==> src/rtl/keypad_lock_pkg.sv <==
// Shared types and helpers for the keypad lock controller.
// Ports: none (package). Provides the lock state enum and a digit slice helper.
// Code slices handed to digit_at are zero-extended to MAX_CODE_BITS.
package keypad_lock_pkg;

  typedef enum logic [1:0] {
    IDLE     = 2'd0,
    ENTRY    = 2'd1,
    UNLOCKED = 2'd2,
    LOCKOUT  = 2'd3
  } state_t;

  // Widest single code (CODE_LEN*DIGIT_W) the helper can slice.
  localparam int MAX_CODE_BITS = 256;

  // Returns digit number idx of a packed code, first-entered digit in the LSBs.
  function automatic logic [31:0] digit_at(input logic [MAX_CODE_BITS-1:0] code,
                                           input int idx, input int dw);
    logic [MAX_CODE_BITS-1:0] sh;
    sh = code >> (idx * dw);
    return sh[31:0] & ((32'd1 << dw) - 32'd1);
  endfunction

endpackage

==> src/rtl/keypad_press_detect.sv <==
// Turns the level `equals` strobe into a one-cycle press pulse on its rising edge.
// Ports: clk, reset (async active-high), equals (level in), press (combinational pulse out).
// Holding equals high yields exactly one press; eq_q tracks equals in every state.
module keypad_press_detect (
  input  logic clk,
  input  logic reset,
  input  logic equals,
  output logic press
);

  logic eq_q;

  always_ff @(posedge clk or posedge reset) begin
    if (reset) eq_q <= 1'b0;
    else       eq_q <= equals;
  end

  assign press = equals & ~eq_q;

endmodule

==> src/rtl/keypad_lock_ctrl.sv <==
// Multi-code keypad lock: matches CODE_LEN-digit entries against NUM_CODES live codes,
// drives a timed unlock, counts consecutive failures and enforces a timed lockout.
// Ports: clk, reset (async active-high), equals/digit (keypad), codes (code table),
//        door_status_correct/incorrect, locked_out, match_id, digit_count (all registered).
module keypad_lock_ctrl
  import keypad_lock_pkg::*;
#(
  parameter int CODE_LEN       = 8,
  parameter int DIGIT_W        = 4,
  parameter int NUM_CODES      = 2,
  parameter int MAX_FAILS      = 3,
  parameter int UNLOCK_CYCLES  = 500,
  parameter int LOCKOUT_CYCLES = 1000,
  parameter int TIMEOUT_CYCLES = 2000,
  localparam int ID_W   = (NUM_CODES > 1) ? $clog2(NUM_CODES) : 1,
  localparam int CNT_W  = $clog2(CODE_LEN + 1)
) (
  input  logic                              clk,
  input  logic                              reset,
  input  logic                              equals,
  input  logic [DIGIT_W-1:0]                digit,
  input  logic [NUM_CODES*CODE_LEN*DIGIT_W-1:0] codes,
  output logic                              door_status_correct,
  output logic                              door_status_incorrect,
  output logic                              locked_out,
  output logic [ID_W-1:0]                   match_id,
  output logic [CNT_W-1:0]                  digit_count
);

  localparam int CODE_W = CODE_LEN * DIGIT_W;
  localparam int FAIL_W = $clog2(MAX_FAILS + 1);
  localparam int T_UL   = (UNLOCK_CYCLES > LOCKOUT_CYCLES) ? UNLOCK_CYCLES : LOCKOUT_CYCLES;
  localparam int T_MAX  = (T_UL > TIMEOUT_CYCLES) ? T_UL : TIMEOUT_CYCLES;
  localparam int TMR_W  = $clog2(T_MAX) + 1;

  logic press;

  keypad_press_detect u_press (
    .clk    (clk),
    .reset  (reset),
    .equals (equals),
    .press  (press)
  );

  state_t               state_q, state_d;
  logic [NUM_CODES-1:0] match_vec_q, match_vec_d;
  logic [CNT_W-1:0]     count_q, count_d;
  logic [FAIL_W-1:0]    fail_q, fail_d;
  logic [TMR_W-1:0]     timer_q, timer_d;
  logic                 correct_q, correct_d;
  logic                 incorrect_q, incorrect_d;
  logic                 locked_q, locked_d;
  logic [ID_W-1:0]      id_q, id_d;

  // Per-press compare of the incoming digit against every code, at the
  // position this press will occupy (position 0 when starting from IDLE).
  logic [CNT_W-1:0]     cnt_idx;
  logic [CNT_W-1:0]     count_inc;
  logic [NUM_CODES-1:0] digit_hit;
  logic [NUM_CODES-1:0] hit_vec;
  logic                 any_hit;
  logic [ID_W-1:0]      first_id;
  logic [FAIL_W-1:0]    fail_inc;

  always_comb begin
    cnt_idx   = (state_q == IDLE) ? '0 : count_q;
    count_inc = cnt_idx + CNT_W'(1);
    for (int i = 0; i < NUM_CODES; i++) begin
      digit_hit[i] = (digit_at(MAX_CODE_BITS'(codes[i*CODE_W +: CODE_W]), int'(cnt_idx), DIGIT_W)
                      == 32'(digit));
    end
    hit_vec = ((state_q == IDLE) ? {NUM_CODES{1'b1}} : match_vec_q) & digit_hit;
    any_hit = |hit_vec;
    // Scan downward so the lowest matching index is the one that sticks.
    first_id = '0;
    for (int i = NUM_CODES - 1; i >= 0; i--) begin
      if (hit_vec[i]) first_id = ID_W'(i);
    end
    fail_inc = fail_q + FAIL_W'(1);
  end

  always_comb begin
    state_d     = state_q;
    match_vec_d = match_vec_q;
    count_d     = count_q;
    fail_d      = fail_q;
    timer_d     = timer_q;
    correct_d   = correct_q;
    incorrect_d = 1'b0;
    locked_d    = locked_q;
    id_d        = id_q;

    case (state_q)
      IDLE, ENTRY: begin
        // A press beats a coinciding timeout expiry.
        if (press) begin
          match_vec_d = hit_vec;
          count_d     = count_inc;
          timer_d     = TMR_W'(TIMEOUT_CYCLES);
          state_d     = ENTRY;
          if (count_inc == CNT_W'(CODE_LEN)) begin
            count_d = '0;
            if (any_hit) begin
              id_d      = first_id;
              fail_d    = '0;
              timer_d   = TMR_W'(UNLOCK_CYCLES);
              correct_d = 1'b1;
              state_d   = UNLOCKED;
            end else begin
              incorrect_d = 1'b1;
              fail_d      = fail_inc;
              if (fail_inc == FAIL_W'(MAX_FAILS)) begin
                timer_d  = TMR_W'(LOCKOUT_CYCLES);
                locked_d = 1'b1;
                state_d  = LOCKOUT;
              end else begin
                state_d = IDLE;
              end
            end
          end
        end else if (state_q == ENTRY) begin
          // Timer loaded with N expires on the Nth edge after the load.
          if (timer_q == TMR_W'(1)) begin
            count_d = '0;
            state_d = IDLE;
          end else begin
            timer_d = timer_q - TMR_W'(1);
          end
        end
      end
      UNLOCKED: begin
        if (timer_q == TMR_W'(1)) begin
          correct_d = 1'b0;
          state_d   = IDLE;
        end else begin
          timer_d = timer_q - TMR_W'(1);
        end
      end
      LOCKOUT: begin
        if (timer_q == TMR_W'(1)) begin
          locked_d = 1'b0;
          fail_d   = '0;
          state_d  = IDLE;
        end else begin
          timer_d = timer_q - TMR_W'(1);
        end
      end
      default: state_d = IDLE;
    endcase
  end

  always_ff @(posedge clk or posedge reset) begin
    if (reset) begin
      state_q     <= IDLE;
      match_vec_q <= '0;
      count_q     <= '0;
      fail_q      <= '0;
      timer_q     <= '0;
      correct_q   <= 1'b0;
      incorrect_q <= 1'b0;
      locked_q    <= 1'b0;
      id_q        <= '0;
    end else begin
      state_q     <= state_d;
      match_vec_q <= match_vec_d;
      count_q     <= count_d;
      fail_q      <= fail_d;
      timer_q     <= timer_d;
      correct_q   <= correct_d;
      incorrect_q <= incorrect_d;
      locked_q    <= locked_d;
      id_q        <= id_d;
    end
  end

  assign door_status_correct   = correct_q;
  assign door_status_incorrect = incorrect_q;
  assign locked_out            = locked_q;
  assign match_id              = id_q;
  assign digit_count           = count_q;

endmodule

==> config.mk <==
export PLATFORM = sky130hd
export DESIGN_NAME = keypad_lock_ctrl
export DESIGN_NICKNAME = d
export VERILOG_FILES = /design/src/rtl/keypad_lock_pkg.sv /design/src/rtl/keypad_press_detect.sv /design/src/rtl/keypad_lock_ctrl.sv
export SDC_FILE = /design/constraint.sdc
export NUM_CORES = 1
export LEC_CHECK = 0
export CORE_ASPECT_RATIO = 1.1
export CORE_MARGIN = 10
export CORE_UTILIZATION = 50
export DETAILED_ROUTE_END_ITERATION = 6
export GPL_TIMING_DRIVEN = 0
export PLACE_DENSITY = 0.89
export SLEW_MARGIN = 20
export SYNTH_ARGS = -nofsm -noshare
export SYNTH_HDL_FRONTEND = slang
export SYNTH_SLANG_ARGS = --single-unit
export TNS_END_PERCENT = 100
==> constraint.sdc <==
create_clock -name clk -period 7.95 [get_ports clk]
set_clock_uncertainty 0.1 [all_clocks]
set_input_delay 1.59 -clock clk [delete_from_list [all_inputs] [get_ports clk]]
set_output_delay 1.59 -clock clk [all_outputs]
set_load 0.1 [all_outputs]
==> results of run 1 <==
==> cells in the final DEF, fill, tap and decap left out, drive strengths merged, types with 9 or more instances in the layout <==
cell / n
inv: 12
nand2: 35
clkdlybuf4s50: 78
nor3: 12
buf: 9
clkbuf: 12
o21ai: 20
nand3: 11
nor2: 25
mux2i: 11
dfrtp: 27
a21oi: 14
nand2b: 9
==> through the flow <==
| step | area (um2) | power, mW | instances | util | hold WS, ns |
|---|---|---|---|---|---|
| 3_3_place_gp | 3218 | 0.3933 | 429 | 0.6966 | 0.3634 |
| 5_1_grt | 3263 | 0.5068 | 433 | 0.7064 | 0.4100 |
| 2_1_floorplan | 2367 | 0.3243 | 295 | - | 0.3452 |
| 6_report | 3263 | 0.4791 | 433 | 0.7064 | 0.3873 |
| 4_1_cts | 3263 | 0.4768 | 433 | 0.7064 | 0.3869 |
| 3_5_place_dp | 3218 | 0.4004 | 429 | 0.6966 | 0.3762 |
==> critical path, delay by kind of cell <==
family | cells | cell delay, ns
mux | 1 | 0.27
simple gates | 3 | 0.84
buf+inv | 1 | 0.41
compound gates | 5 | 1.24
==> metal layers <==
layer / track usage / vias up
met3: 0.03274 / 13
met2: 0.3481 / 121
met4: 0.04121 / 0
met5: 0 / -
li1: - / 1265
met1: 0.2413 / 1261
==> power groups by stage <==
stage	logic, mW	clock network [mW]	registers, mW
5_1_grt	0.247	0.0813	0.178
3_5_place_dp	0.223	0	0.177
6_report	0.228	0.0755	0.176
4_1_cts	0.225	0.0771	0.175
3_3_place_gp	0.217	0	0.176
2_1_floorplan	0.140	0	0.184
==> synthesized netlist by cell type (5+ instances only) <==
library cell and count:
nand2_1 35, dfrtp_1 27, nor2_1 24, o21ai_0 15, inv_1 12, a21oi_1 11
mux2i_1 11, nand3_1 11, nor3_1 11, nand2b_1 9, clkbuf_1 8, a211oi_1 7
buf_2 7, o22ai_1 7, a31oi_1 6, or3_1 5, xnor2_1 5
==> flip-flops by register name (all words and copies together), names as in the netlist <==
name	flops
timer_q	12
fail_q	2
door_status_incorrect	1
state_q	2
digit_count	4
locked_out	1
door_status_correct	1
match_id	1
u_press.eq_q	1
match_vec_q	2
==> cell type report <==
type / count / area share
clock buffers: 4 / 0.01380
flip-flops and latches: 27 / 0.2071
inverters: 12 / 0.01380
well taps: 56 / 0.02147
plain buffers: 17 / 0.02684
repair buffers: 78 / 0.2393
multi-input cells: 239 / 0.4778
==> how the worst max path moves through the flow <==
stage                     cells past startpoint      start          to  slack (ns)
after floorplan                               9  codes[50]  locked_out        4.03
after global placement                       10  codes[50]  locked_out        3.46
after detailed placement                     10  codes[50]  locked_out        3.39
after CTS                                    10  codes[50]  locked_out        3.67
after global routing                         10  codes[50]  locked_out        3.44
final                                        10  codes[50]  locked_out        3.66
==> cells by family (layout without fill, tap and decap cells) <==
kind of cell,after synthesis,count (layout)
and+or+nand+nor,122,122
AOI/OAI and AO/OA,88,88
xor gates and xnor gates,9,9
DFF,27,27
buffers and inverters,29,111
adders and majority gates,4,4
muxes,16,16
==> reports/metrics.yaml, run 1 <==
totalWireLength_um: 8119
p_seq_frac: 0.366
intPower_mw: 0.2987
drive_above_1_share: 0.08488
clock_latency_ns: 0.27
die_y_um: 92.17
ys_seq_elements: 27
rows: 26
switching_share: 0.3765
period_share: 0.5398
cts_inserted_buffers: 3
nFillCells: 387
final-seq-area_um2: 675.6
synth_edf_count: 0
vias: 2660
path_max_fanout: 9
place_congestion: 0.9495
post-cts-setup-buffer-count: 0
dr_wl_met2_um: 3968
avgViaCountPerCell: 6.143
clkPwrFrac: 0.158
endpoint_kind: "register"
yosys.area.top_type_share: 0.2854
required_ns: 8.01
synth_top_area_cell: "dfrtp_1"
synthDistinctLibCells: 61
final_nets: 453
worstHoldPathCells: 1
rsz0062_at_grt: "no"
diodes: 0
reg2reg_to: "locked_out"
dp_slack_ns: 3.390
grt_pass1_vias: 2719
r2r_start: "state_q[0]"
ys.flop_type: "dfrtp_1"
multi_input_comb_area_um2: 1559
leakage_nw: 1.305
drt_iter0_markers: 189
hp-start: "fail_q[0]"
wire_per_inst_um: 18.75
max_slew.worst_pin.slew_ns: 1.002
tns_ns: 0
hold_buffers: 0
ioPinCount: 79
synth_compound_area_frac: 0.2674
slowest_stage: "or4b_4"
synth_top_family_by_area: "compound AO/OA/AOI/OAI gates"
clockBufferDepth: 2
post-route-min-period_ns: 4.292
numPortBuffers: 78
seq_area_frac_synth: 0.2854
yosys_warnings: 0
power_density_nw_per_um2: 146.8
hold_viol: 0
synthMuxAreaShare: 0.07347
syn-instance-count: 295
hold_path_end: "fail_q[0]"
ctsResizeCount: 0
die_area_um2: 7890
synthXorXnorAreaFrac: 0.03330
rrSetupSlack_ns: 4.58
clkTransAtPathRegs_ns: 0.08
critical-path-max-stage-delay_ns: 0.54
ff2ff_path_depth: 10
synthAdderAreaFrac: 0.02114
post-route-drc-count: 0
worstPathCellList: "clkdlybuf4s50_1, mux2_4, o41ai_1, a21o_1, nor3_1, or4b_4, a2111oi_4, a21oi_2, and3_4, o21a_1"
synth.area.top_cells: "dfrtp_1, nand2_1, mux2i_1, nor2_1, o21ai_0"
dpl.hpwl_um: 6314
initial_core_util: 0.5125
highest_layer: "met4"
finalSetupViolCount: 0
wl_met1_um: 3370
cts_root_buf: "clkbuf_8"
htreeDepth: 1
max_slew_margin: 0.3297
overflow: 0
ys_async_sr_fraction: 1.000
slew_violations: 0
avgSynthCellArea_um2: 8.025
synth_simple_gate_area_frac: 0.2632
vdd.ir_drop.worst_v: 0.0001777
design.core.area_um2: 4619
combPwrFrac: 0.476
status: "finished clean"
p_switching_mw: 0.1804
grt_antenna_before_repair: 0
synth_nets: 370
min_path_type: "register to register"
die_x_um: 85.61
areaGrowthSynthToFinish_pct: 37.84
max-cap-violations: 0
fmax_ghz: 0.2330
syn_area_um2: 2367
drtPass1Iterations: 6
grt_max_degree: 28
track_usage: 0.1965
cts_tree: "yes"
clock-sinks: 27
ant_nets: 0
critical_path_class: "primary input to register"
startpoint_type: "primary input"
grt_pass1_wl_um: 13170
cp_data_arrival_time_ns: 4.36
fin_ws_ns: 3.658
met3_wirelength_um: 680
Power figures use the tool's default switching activity.
==> inputs of run 2 (changes only) <==
--- a/config.mk
+++ b/config.mk
@@ -7,10 +7,10 @@
 export LEC_CHECK = 0
 export CORE_ASPECT_RATIO = 1.1
 export CORE_MARGIN = 10
-export CORE_UTILIZATION = 50
+export CORE_UTILIZATION = 47
 export DETAILED_ROUTE_END_ITERATION = 6
 export GPL_TIMING_DRIVEN = 0
-export PLACE_DENSITY = 0.89
+export PLACE_DENSITY = 0.85
 export SLEW_MARGIN = 20
 export SYNTH_ARGS = -nofsm -noshare
 export SYNTH_HDL_FRONTEND = slang
==> constraint.sdc (replaced) <==
create_clock -name clk -period 3.99 [get_ports clk]
set_clock_uncertainty 0.1 [all_clocks]
set_input_delay 0.798 -clock clk [delete_from_list [all_inputs] [get_ports clk]]
set_output_delay 0.798 -clock clk [all_outputs]
set_load 0.1 [all_outputs]
==> reports/metrics.yaml, run 2 (synthesis results as in run 1) <==
cp-startpoint: "codes[50]"
tns_ns: 0  # unchanged
cts_tree: "yes"
numPortBuffers: 78  # unchanged
min_path_type: "register to register"
period_share: 0.9071
fmax_ghz: 0.2763
drive_above_1_share: 0.08753  # +0.002653
final_nets: 453  # unchanged
vdd.ir_drop.worst_v: 0.0002840  # +60%
dpl.hpwl_um: 6543  # +3.6%
ant_nets: 0  # unchanged
crit_end: "locked_out"
dp_cells: 431  # +0.47%
finalSetupViolCount: 0  # unchanged
clock_latency_ns: 0.28  # about the same
reg2reg_to: "locked_out"
cts_root_buf: "clkbuf_8"
ioPinCount: 79  # unchanged
regMostFlops: "timer_q"
die_x_um: 87.67  # +2.4%
endpoint_kind: "register"
grt_pass1_vias: 2666  # -1.9%
die_y_um: 94.44  # +2.5%
cp_data_arrival_time_ns: 3.70  # -0.66 ns
rsz0062_at_grt: "no"
status: "finished clean"
grt_antenna_before_repair: 0  # unchanged
post-route-min-period_ns: 3.619
worstPathCellList: "clkdlybuf4s50_1, mux2_4, o41ai_1, a21oi_1, a2111oi_0, a211oi_1, a2111oi_4, a21oi_2, and3_4, o21a_1"
track_usage: 0.1946  # -0.001870
max_slew_margin: 0.3283  # -0.001428
power_density_nw_per_um2: 296.3  # +100%
avgViaCountPerCell: 6.189  # +0.74%
cts_inserted_buffers: 3  # unchanged
grt_pass1_wl_um: 13280  # +0.89%
final_common_cell: "clkdlybuf4s50_1"
slowest_stage: "a2111oi_0"
required_ns: 4.07  # -3.94 ns
max_slew.worst_pin.slew_ns: 1.004  # +0.002135 ns
htreeDepth: 1  # unchanged
post-cts-setup-buffer-count: 0  # unchanged
vias: 2692  # +1.2%
hold_buffers: 0  # unchanged
areaGrowthSynthToFinish_pct: 38.11
place_congestion: 0.9250  # -2.6%
ff2ff_path_depth: 10  # unchanged
rrSetupSlack_ns: 0.56  # -4.02 ns
slew_violations: 0  # unchanged
post-route-drc-count: 0  # unchanged
startpoint_type: "primary input"
overflow: 0  # unchanged
initial_core_util: 0.4800  # -0.03250
max-cap-violations: 0  # unchanged
drtPass1Iterations: 5  # -1
leakage_nw: 1.301  # -0.37%
drt_iter0_markers: 208  # +10%
clkTransAtPathRegs_ns: 0.10  # +0.02 ns
final_cell_mix: "clkdlybuf4s50_1, nand2_1, dfrtp_1"
r2r_start: "state_q[0]"
clockBufferDepth: 2  # unchanged
die_area_um2: 8279  # +4.9%
nFillCells: 415  # +7.2%
diodes: 0  # unchanged
largest_reg_flops: 12  # unchanged
design.core.area_um2: 4932  # +6.8%
rows: 27  # +3.8%
fin_cells: 435  # +0.46%
ctsResizeCount: 0  # unchanged
clock-sinks: 27  # unchanged
critical_path_class: "primary input to register"
path_max_fanout: 9  # unchanged
grt_max_degree: 28  # unchanged
totalWireLength_um: 8376  # +3.2%
hold_viol: 0  # unchanged
critical-path-max-stage-delay_ns: 0.48  # -0.06 ns
wire_per_inst_um: 19.26  # +2.7%
[run 2: changes by cell type in the layout (fill, tap and decap cells not counted), sizes merged]
| cell | delta |
|---|---|
| clkbuf | -1 |
| clkinv | +1 |
| clkinvlp | +1 |
| inv | -1 |
[run 2: cell type report]
type                            count  area, um2  share of cell area
Timing Repair Buffer               78      780.7              0.2388
Tap cell                           58      72.57             0.02220
Multi-Input combinational cell    239       1559              0.4768
Inverter                           12      45.04             0.01378
Buffer                             17      87.58             0.02679
Clock buffer                        3      41.29             0.01263
Clock inverter                      1      7.507            0.002296
Sequential cell                    27      675.6              0.2067
[run 2: critical path, delay by kind of cell]
kind,cells,cell delay (ns)
AOI/OAI and AO/OA,7,1.99
buffers and inverters,1,0.39
muxes,1,0.27
and+or+nand+nor,1,0.24
[run 2: stage by stage]
| step | power, mW | worst slack (ns) | hold WS [ns] | instance area [um2] | utilization |
|---|---|---|---|---|---|
| floorplan | 0.6461 | 0.4691 | 0.3452 | 2367 | - |
| global placement | 0.7859 | 0.2792 | 0.3583 | 3221 | 0.6530 |
| detailed placement | 0.8018 | 0.1070 | 0.3703 | 3221 | 0.6530 |
| CTS | 0.9628 | 0.3988 | 0.3902 | 3269 | 0.6629 |
| global route | 1.025 | 0.2696 | 0.4084 | 3269 | 0.6629 |
| finish | 0.9686 | 0.3707 | 0.3927 | 3269 | 0.6629 |
[run 2: worst min-delay path by stage]
stage / from / to / slack [ns] / cells past startpoint
after global placement: match_vec_q[1] / match_vec_q[1] / 0.36 / 2
final: fail_q[0] / fail_q[0] / 0.39 / 1
after global routing: fail_q[0] / fail_q[0] / 0.41 / 1
after detailed placement: match_vec_q[0] / match_vec_q[0] / 0.37 / 2
after CTS: fail_q[0] / fail_q[0] / 0.39 / 1
after floorplan: fail_q[0] / fail_q[0] / 0.35 / 1
[run 2: report_power, final]
part	leakage [nW]	switching, mW	internal [mW]
logic	0.947	0.246	0.212
clock network	0.0217	0.0901	0.0710
registers	0.332	0.0373	0.312
total	1.30	0.374	0.595
[run 2: per-layer routing]
metal,global-route usage,vias up,part of all wire
met1,0.2319,1248,0.41
met3,0.02756,21,0.084
met5,0,-,0
li1,-,1259,-
met4,0.05851,0,0.024
met2,0.3495,164,0.48
==> inputs of run 3 (changes only) <==
--- a/config.mk
+++ b/config.mk
@@ -7,10 +7,11 @@
 export LEC_CHECK = 0
 export CORE_ASPECT_RATIO = 1.1
 export CORE_MARGIN = 10
-export CORE_UTILIZATION = 47
+export CORE_UTILIZATION = 64
 export DETAILED_ROUTE_END_ITERATION = 6
+export DONT_BUFFER_PORTS = 1
 export GPL_TIMING_DRIVEN = 0
-export PLACE_DENSITY = 0.85
+export PLACE_DENSITY = 0.83
 export SLEW_MARGIN = 20
 export SYNTH_ARGS = -nofsm -noshare
 export SYNTH_HDL_FRONTEND = slang
==> reports/metrics.yaml, run 3 (synthesis results as in run 1) <==
status: "finished with violations"
violations: "DRC"
areaGrowthSynthToFinish_pct: 4.757
place_congestion: 0.9343  # +1.0%
totalWireLength_um: 7200  # -14%
nFillCells: 316  # -24%
grt_max_degree: 28  # unchanged
tns_ns: 0  # unchanged
fmax_ghz: 0.2728  # -1.3%
rsz0062_at_grt: "no"
cp_data_arrival_time_ns: 3.74  # +0.04 ns
power_density_nw_per_um2: 353.8  # +19%
place_area_um2: 2430  # -25%
rows: 23  # -15%
clockBufferDepth: 2  # unchanged
avgViaCountPerCell: 6.808  # +10%
design.core.area_um2: 3597  # -27%
finalSetupViolCount: 0  # unchanged
htreeDepth: 1  # unchanged
design_area_um2: 2480  # -24%
ff2ff_path_depth: 11  # +1
grt_antenna_before_repair: 0  # unchanged
largest_reg_flops: 12  # unchanged
clock_latency_ns: 0.28  # about the same
final_cell_mix: "nand2_1, nor2_1, dfrtp_1"
diodes: 0  # unchanged
die_area_um2: 6534  # -21%
max-cap-violations: 0  # unchanged
vias: 2376  # -12%
final-seq-area_um2: 679.4  # +0.56%
rrSetupSlack_ns: 0.32  # -0.24 ns
ioPinCount: 79  # unchanged
hold_buffers: 0  # unchanged
critical_path_class: "register to register"
cts_inserted_buffers: 3  # unchanged
track_usage: 0.2107  # +0.01610
dpl.hpwl_um: 5553  # -15%
cts_tree: "yes"
grt_pass1_wl_um: 11370  # -14%
numPortBuffers: 0  # -100%
max_slew.worst_pin.slew_ns: 1.064  # +0.05986 ns
final_common_cell: "nand2_1"
die_y_um: 83.79  # -11%
regMostFlops: "timer_q"
ant_nets: 0  # unchanged
overflow: 0  # unchanged
period_share: 0.9186  # +0.01154
hold_viol: 0  # unchanged
clkTransAtPathRegs_ns: 0.09  # about the same
required_ns: 4.06  # about the same
clock-sinks: 27  # unchanged
max_slew_margin: 0.2905  # -0.03780
final_nets: 375  # -17%
die_x_um: 77.99  # -11%
startpoint_type: "register"
wire_per_inst_um: 20.63  # +7.1%
vdd.ir_drop.worst_v: 0.0002792  # -1.7%
drt_iter0_markers: 221  # +6.3%
grt_pass1_vias: 2195  # -18%
post-route-drc-count: 8  # +8
post-route-min-period_ns: 3.665  # +0.04605 ns
slew_violations: 0  # unchanged
endpoint_kind: "register"
post-cts-setup-buffer-count: 0  # unchanged
drtPass1Iterations: 7  # +2
multi_input_comb_area_um2: 1559  # unchanged
path_max_fanout: 10  # +1
initial_core_util: 0.6581  # +0.1781
drive_above_1_share: 0.1204  # +0.03287
min_path_type: "primary input to async pin"
leakage_nw: 0.9984  # -23%
cts_root_buf: "clkbuf_8"
-- run 3: cell count changes in the layout (fill, tap and decap cells not counted), sizes merged --
| cell | delta |
|---|---|
| clkinvlp | -1 |
| clkinv | +1 |
| clkdlybuf4s50 | -78 |
-- run 3: worst max-delay path: stages (launching register included) --
cell and delay [ns]:
dfrtp_2 0.70, buf_6 0.22, buf_2 0.24, buf_2 0.30
o22ai_1 0.13, a222oi_1 0.59, o21bai_1 0.11, nor3b_1 0.15
o2bb2ai_1 0.18, a21oi_2 0.43, a21oi_2 0.15, a221o_1 0.27
-- run 3: what timing repair did --
| action | in CTS | in global routing |
|---|---|---|
| resized for setup | 0 | 3 |
| endpoints found under the setup margin | 0 | 13 |
| hold endpoints to repair | 0 | 0 |
-- run 3: cell type report --
| class | count | area share |
|---|---|---|
| flip-flops and latches | 27 | 0.2740 |
| plain buffers | 17 | 0.03532 |
| multi-input cells | 239 | 0.6287 |
| clock inverters | 1 | 0.002018 |
| clock buffers | 3 | 0.01665 |
| well taps | 50 | 0.02523 |
| inverters | 12 | 0.01816 |
-- run 3: metrics by stage --
stage	util	hold slack (ns)	total power [mW]	cells	worst slack, ns
after floorplan	-	0.3452	0.6461	295	0.4691
after global placement	0.6755	0.3601	0.7058	345	0.07736
after detailed placement	0.6755	0.3640	0.7166	345	0.04622
after CTS	0.6883	0.3872	0.8739	349	0.03948
after global routing	0.6894	0.4068	0.9366	349	0.1647
final	0.6894	0.3852	0.8775	349	0.3247
-- run 3: power breakdown --
group          internal (mW)  total [mW]  switching [mW]
Clock                 0.0702       0.156          0.0858
Sequential             0.312       0.372          0.0606
Combinational          0.148       0.349           0.201
-- run 3: layer usage --
metal  global-route usage  vias to the layer above  share of wire  wire, um
li1                     -                     1106              -         -
met1               0.2437                     1110           0.38      2719
met2               0.3691                      143           0.51      3674
met3              0.04418                       17          0.090       647
met4              0.07667                        0          0.022       159
met5                    0                        -              0         0
-- run 3: path summary, 6_finish.rpt --
path / startpoint / end
max: digit_count[0] / timer_q[5]
max reg2reg: digit_count[0] / timer_q[5]
max in group asynchronous: reset / digit_count[0]
min: reset / timer_q[1]
min in group clk: match_vec_q[1] / match_vec_q[1]
min reg2reg: match_vec_q[1] / match_vec_q[1]
